## src/rtl/sequential_divider_pkg.sv

```systemverilog
// Shared ALU definitions: divider FSM states and the default operand width.
package sequential_divider_pkg;
  localparam int DEF_WIDTH = 16;

  typedef enum logic [1:0] {
    IDLE = 2'd0,
    RUN  = 2'd1,
    DONE = 2'd2
  } div_state_t;
endpackage

```

## src/rtl/sequential_divider_if.sv

```systemverilog
// Request/result bundle for the sequential divider; master drives operands, slave returns results.
interface sequential_divider_if
  import sequential_divider_pkg::*;
#(
  parameter int l = DEF_WIDTH
) ();
  logic         Start;
  logic [l-1:0] X;
  logic [l-1:0] Y;
  logic         Busy;
  logic         Done;
  logic [l-1:0] Quotient;
  logic [l-1:0] Remainder;
  logic         DivByZero;

  modport master (
    output Start, X, Y,
    input  Busy, Done, Quotient, Remainder, DivByZero
  );

  modport slave (
    input  Start, X, Y,
    output Busy, Done, Quotient, Remainder, DivByZero
  );
endinterface

```

## src/rtl/sequential_divider_div_step.sv

```systemverilog
// One combinational restoring-division step: shift in a dividend bit, compare, conditionally subtract.
module div_step
  import sequential_divider_pkg::*;
#(
  parameter int l = DEF_WIDTH
) (
  input  logic [l:0]   rem_in,
  input  logic         dividend_bit,
  input  logic [l-1:0] divisor,
  output logic [l:0]   rem_out,
  output logic         q_bit
);
  logic [l+1:0] shifted;
  logic [l:0]   diff;

  // The compare uses the full shifted value so no bit is dropped before the decision.
  always_comb begin
    shifted = {rem_in, dividend_bit};
    q_bit   = (shifted >= {2'b00, divisor});
    diff    = shifted[l:0] - {1'b0, divisor};
    rem_out = q_bit ? diff : shifted[l:0];
  end
endmodule

```

## src/rtl/sequential_divider.sv

```systemverilog
// Unsigned l-bit restoring divider, one quotient bit per clock, l cycles busy per request.
// Divide-by-zero completes on the accepting edge; results hold until the next completion.
module sequential_divider
  import sequential_divider_pkg::*;
#(
  parameter int l = DEF_WIDTH
) (
  input  logic          clk,
  input  logic          rst_n,
  sequential_divider_if.slave bus
);
  localparam int CW = $clog2(l) + 1;

  div_state_t   state, state_nxt;
  logic [l-1:0] dividend;
  logic [l-1:0] divisor;
  logic [l:0]   rem;
  logic [CW-1:0] count;
  logic [l-1:0] quo_q;
  logic [l-1:0] rem_q;
  logic         dbz_q;

  logic         accept;
  logic         last_step;
  logic         step_q_bit;
  logic [l:0]   rem_nxt;

  div_step #(.l(l)) u_step (
    .rem_in       (rem),
    .dividend_bit (dividend[l-1]),
    .divisor      (divisor),
    .rem_out      (rem_nxt),
    .q_bit        (step_q_bit)
  );

  always_ff @(posedge clk or negedge rst_n) begin
    if (!rst_n) state <= IDLE;
    else        state <= state_nxt;
  end

  always_comb begin
    state_nxt = state;
    accept    = 1'b0;
    last_step = 1'b0;
    case (state)
      IDLE, DONE: begin
        if (bus.Start) begin
          accept    = 1'b1;
          state_nxt = (bus.Y == '0) ? DONE : RUN;
        end else if (state == DONE) begin
          state_nxt = IDLE;
        end
      end
      RUN: begin
        if (count == CW'(l - 1)) begin
          last_step = 1'b1;
          state_nxt = DONE;
        end
      end
      default: state_nxt = IDLE;
    endcase
  end

  // The dividend register doubles as the quotient accumulator: bits leave at the top, quotient bits enter at the bottom.
  always_ff @(posedge clk or negedge rst_n) begin
    if (!rst_n) begin
      dividend <= '0;
      divisor  <= '0;
      rem      <= '0;
      count    <= '0;
      quo_q    <= '0;
      rem_q    <= '0;
      dbz_q    <= 1'b0;
    end else if (accept) begin
      dividend <= bus.X;
      divisor  <= bus.Y;
      rem      <= '0;
      count    <= '0;
      if (bus.Y == '0) begin
        quo_q <= '1;
        rem_q <= bus.X;
        dbz_q <= 1'b1;
      end
    end else if (state == RUN) begin
      dividend <= {dividend[l-2:0], step_q_bit};
      rem      <= rem_nxt;
      count    <= count + 1'b1;
      if (last_step) begin
        quo_q <= {dividend[l-2:0], step_q_bit};
        rem_q <= rem_nxt[l-1:0];
        dbz_q <= 1'b0;
      end
    end
  end

  assign bus.Busy      = (state == RUN);
  assign bus.Done      = (state == DONE);
  assign bus.Quotient  = quo_q;
  assign bus.Remainder = rem_q;
  assign bus.DivByZero = dbz_q;
endmodule

```

## src/flat_wrapper.sv

```systemverilog
// flat-port wrapper written by rule: the top's interface ports become plain ports
module sequential_divider_flat import sequential_divider_pkg::*;
#(
  parameter int l = DEF_WIDTH
)
  (clk, rst_n, bus_Start, bus_X, bus_Y, bus_Busy, bus_Done, bus_Quotient, bus_Remainder, bus_DivByZero);
  sequential_divider_if #(.l(l)) bus_i ();
  input  logic clk;
  input  logic rst_n;
  input wire logic [$bits(bus_i.Start)-1:0] bus_Start;
  input wire logic [$bits(bus_i.X)-1:0] bus_X;
  input wire logic [$bits(bus_i.Y)-1:0] bus_Y;
  output wire logic [$bits(bus_i.Busy)-1:0] bus_Busy;
  output wire logic [$bits(bus_i.Done)-1:0] bus_Done;
  output wire logic [$bits(bus_i.Quotient)-1:0] bus_Quotient;
  output wire logic [$bits(bus_i.Remainder)-1:0] bus_Remainder;
  output wire logic [$bits(bus_i.DivByZero)-1:0] bus_DivByZero;
  assign bus_i.Start = bus_Start;
  assign bus_i.X = bus_X;
  assign bus_i.Y = bus_Y;
  assign bus_Busy = bus_i.Busy;
  assign bus_Done = bus_i.Done;
  assign bus_Quotient = bus_i.Quotient;
  assign bus_Remainder = bus_i.Remainder;
  assign bus_DivByZero = bus_i.DivByZero;
  sequential_divider #(.l(l)) u_core (.clk(clk), .rst_n(rst_n), .bus(bus_i));
endmodule
```

## config.mk

```make
export PLATFORM = sky130hd
export DESIGN_NAME = sequential_divider_flat
export DESIGN_NICKNAME = d
export VERILOG_FILES = /design/src/rtl/sequential_divider_pkg.sv /design/src/rtl/sequential_divider_if.sv /design/src/rtl/sequential_divider_div_step.sv /design/src/rtl/sequential_divider.sv /design/src/flat_wrapper.sv
export SDC_FILE = /design/constraint.sdc
export NUM_CORES = 1
export LEC_CHECK = 0
export BUFFER_PORTS_ARGS = -buffer_cell sky130_fd_sc_hd__buf_2
export CAP_MARGIN = 20
export CORE_ASPECT_RATIO = 1.75
export CORE_MARGIN = 4
export CORE_UTILIZATION = 57
export DETAILED_ROUTE_END_ITERATION = 10
export PLACE_DENSITY = 0.86
export REMOVE_ABC_BUFFERS = 1
export SLEW_MARGIN = 30
export SYNTH_ARGS = -nofsm -noshare
export SYNTH_HDL_FRONTEND = slang
export SYNTH_SLANG_ARGS = --single-unit
```

## constraint.sdc

```tcl
create_clock -name clk -period 3 [get_ports clk]
set_input_delay 0.6 -clock clk [delete_from_list [all_inputs] [get_ports clk]]
set_output_delay 0.6 -clock clk [all_outputs]
set_load 0.01 [all_outputs]
```

==> results by group <==
Outcome
  • Status: finished, final reports clean

STA
  • Max_slew headroom: 0.4279
  • Setup WS post-layout: 0.1477 ns
  • Period utilization: 0.9508
  • Fin Hold WS: 0.2909 ns
  • Setup violators final: 0
  • Max-slew violations: 0
  • Min Tclk post-route: 2.852 ns
  • Hold Fails Final Rpt: 0
  • F_max: 350.6 MHz
  • Skew final: 0.005812 ns
  • Least-Margin Pin Slew: 0.8582 ns

Global route
  • Congestion Overflow GR: 0
  • Pin count of the biggest net entering global routing: 90
  • Number of global-route vias before repair: 4186
  • GR Util All Layers: 0.2623
  • Initial antenna violation count: 0
  • First-pass GRT wire length: 20570 um

Worst setup path
  • Startpoint Class: flip-flop
  • CP cell instances: inv_1, ha_1, inv_1, fa_1, a211oi_2, o21ai_2, a21oi_2, o21ai_2, a31oi_4, buf_6, mux2i_1, o22ai_1
  • Critical path capture point type: flip-flop
  • CP max-delay cell: fa_1
  • Worst EP arrival: 3.06 ns
  • Crit-path max FO: 6
  • WP data required: 3.21 ns
  • Kind of critical path: reg2reg
  • Crit-path max cell delay: 0.43 ns

Synth
  • Synth async-reset ratio: 1.000
  • Area contributors post-synth: dfrtp_1 47%, nand2_1 7.6%, o21ai_0 5.2%
  • Yosys warns: 0
  • Yosys reg bits: 89
  • Post-synth EDFFs: 0
  • Main flop type after synthesis: dfrtp_1
  • Synthesized area: 4705 um^2
  • Yosys top cell by area: dfrtp_1
  • Syn avg cell area: 9.030 um^2
  • Synth unique cells: 53
  • Most common library cells after synthesis: 95 x nand2_1, 89 x dfrtp_1, 49 x o21ai_0
  • Sequential fraction of the synthesis area: 0.4734
  • Synth Instances: 521
  • Top cell type's share of synthesized area: 0.4734
  • Count leader, synth: nand2_1

Clocking
  • CTS H-tree lvls: 3
  • Total CTS buffers: 9
  • Clock root buffer: clkbuf_16
  • TritonCTS clock tree: done
  • Sink Count: 89
  • Worst skew pair latency: 0.34 ns
  • Buffer levels on the longest clock path: 2
  • CTS clk-pin slew, worst paths: 0.07 ns

Power and ir drop
  • Int Power: 4184 uW
  • Comb pwr share: 0.561
  • Switching portion of total power: 0.4394
  • Power Dens Cells: 1363 nW/um^2
  • Net Sw Power: 3280 uW
  • Leak: 0.002486 uW
  • Clock power share: 0.154
  • Seq pwr share: 0.285
  • Maximum vdd ir drop: 0.5991 mV

Finish
  • Share of cells above drive strength 1: 0.1919
  • Area grow syn2layout: 16.41%
  • Ant. Diodes: 0
  • Fillers: 644
  • Nets: 638

Placed design
  • IO Port Bufs: 69
  • Final Wtd Congestion: 0.8547
  • DP HPWL: 8839 um
  • Pre-CTS WS: 0.1358 ns

Floorplanning
  • Die area: 9828 um^2
  • Core area: 7963 um^2
  • I/O pin count: 70
  • Starting Density: 0.5908
  • Die H: 128.2 um
  • Die extent in x: 76.68 um
  • Num rows: 43

Route
  • Vias: 4222
  • Antenna Nets Post-Route: 0
  • Via/cell ratio: 6.218
  • Post-Route WL: 12290 um
  • Avg WL per Cell: 18.10 um
  • Drc violations: 0
  • DRT Pass-1 Iters: 5
  • Initial drt markers: 512

Hold path
  • Hold crit path type: in2async

Run
  • Total of max-cap violations: 0
## cell usage in the layout, fill, tap and decap left out, types with 6 or more instances in the layout
cell type	count
o21ai_0	49
and3_1	6
xor2_1	9
dfrtp_1	89
mux2i_1	13
nand3_1	18
nand2_1	95
inv_1	21
a22oi_1	17
buf_2	68
a21oi_1	37
ha_1	18
o22ai_1	14
nor2_1	31
o21ai_1	6
clkbuf_16	9
buf_4	14
## through the flow
step / TNS (ns) / total power, uW / instances / util / cell area [um^2]
global placement: 0 / 5975 / 661 / 0.6461 / 5145
CTS: 0 / 7330 / 677 / 0.6843 / 5449
floorplan: -61.61 / 4992 / 489 / - / 4567
detailed placement: 0 / 6126 / 661 / 0.6461 / 5145
finish: 0 / 7464 / 679 / 0.6878 / 5477
global route: -0.02900 / 8030 / 679 / 0.6878 / 5477
## state kept, by name, summed over array words and instances, names as in the netlist
| signal | cells |
|---|---|
| u_core.rem | 17 |
| u_core.bus.Quotient | 16 |
| u_core.bus.Remainder | 16 |
| u_core.dividend | 16 |
| u_core.divisor | 16 |
| u_core.count | 5 |
| u_core.state | 2 |
| u_core.bus.DivByZero | 1 |
## repair_timing
action                                  in CTS  in global routing
gates resized for setup                      0                  4
endpoints found under the setup margin       0                 19
hold buffers                                 0                  0
buffers inserted                             0                  2
## worst paths after layout
| path | end | from | cells past startpoint | slack (ns) |
|---|---|---|---|---|
| max reg2reg | u_core.bus.Remainder[4] | u_core.dividend[15] | 12 | 0.15 |
| min | u_core.divisor[2] | rst_n | 2 | 0.29 |
| max in group asynchronous | u_core.state[1] | rst_n | 2 | 2.35 |
| min in group clk | u_core.divisor[13] | bus_Y[13] | 3 | 0.48 |
| max | u_core.bus.Remainder[4] | u_core.dividend[15] | 12 | 0.15 |
| min reg2reg | u_core.bus.Quotient[11] | u_core.bus.Quotient[11] | 2 | 0.48 |
## critical path, delay by kind of cell (launching register included)
family                   cells  cell delay (ns)
adder cells (fa/ha/maj)      2             0.61
buffers and inverters        3             0.34
multiplexers                 1             0.28
flip-flops                   1             0.36
AO/OA/AOI/OAI                6             1.14
## power by group through the flow
stage	Clock [uW]	Combinational, uW	Sequential [uW]
global placement	0	3870	2100
floorplan	0	2890	2100
global route	1220	4630	2180
detailed placement	0	4000	2120
CTS	1160	4060	2110
finish	1150	4190	2120
## final cells by class
| type | count | area [um^2] | area share |
|---|---|---|---|
| multi-input cells | 378 | 2273 | 0.4151 |
| flip-flops and latches | 89 | 2227 | 0.4067 |
| repair buffers | 84 | 476.7 | 0.08705 |
| clock buffers | 10 | 239.0 | 0.04364 |
| well taps | 90 | 112.6 | 0.02056 |
| inverters | 22 | 82.58 | 0.01508 |
| clock inverters | 6 | 65.06 | 0.01188 |
## metal layers
layer  track usage  vias to the layer above  routed length [um]
met5             0                        -                   0
met4        0.1441                        0                 562
met3       0.04852                       41                 685
met2        0.4563                      191                6358
met1        0.3026                     2022                4685
li1              -                     1968                   -
## kinds of logic (layout without fill, tap and decap cells)
family          count (synthesis)  after routing  synth area share
xor+xnor                       14             14           0.02606
simple gates                  171            171            0.1569
compound gates                158            158            0.2104
buf+inv                        54            122           0.04681
fa+ha+maj                      19             19           0.05213
mux                            16             16           0.03431
flops                          89             89            0.4734
Note: power is estimated with default switching activity, not from simulation.
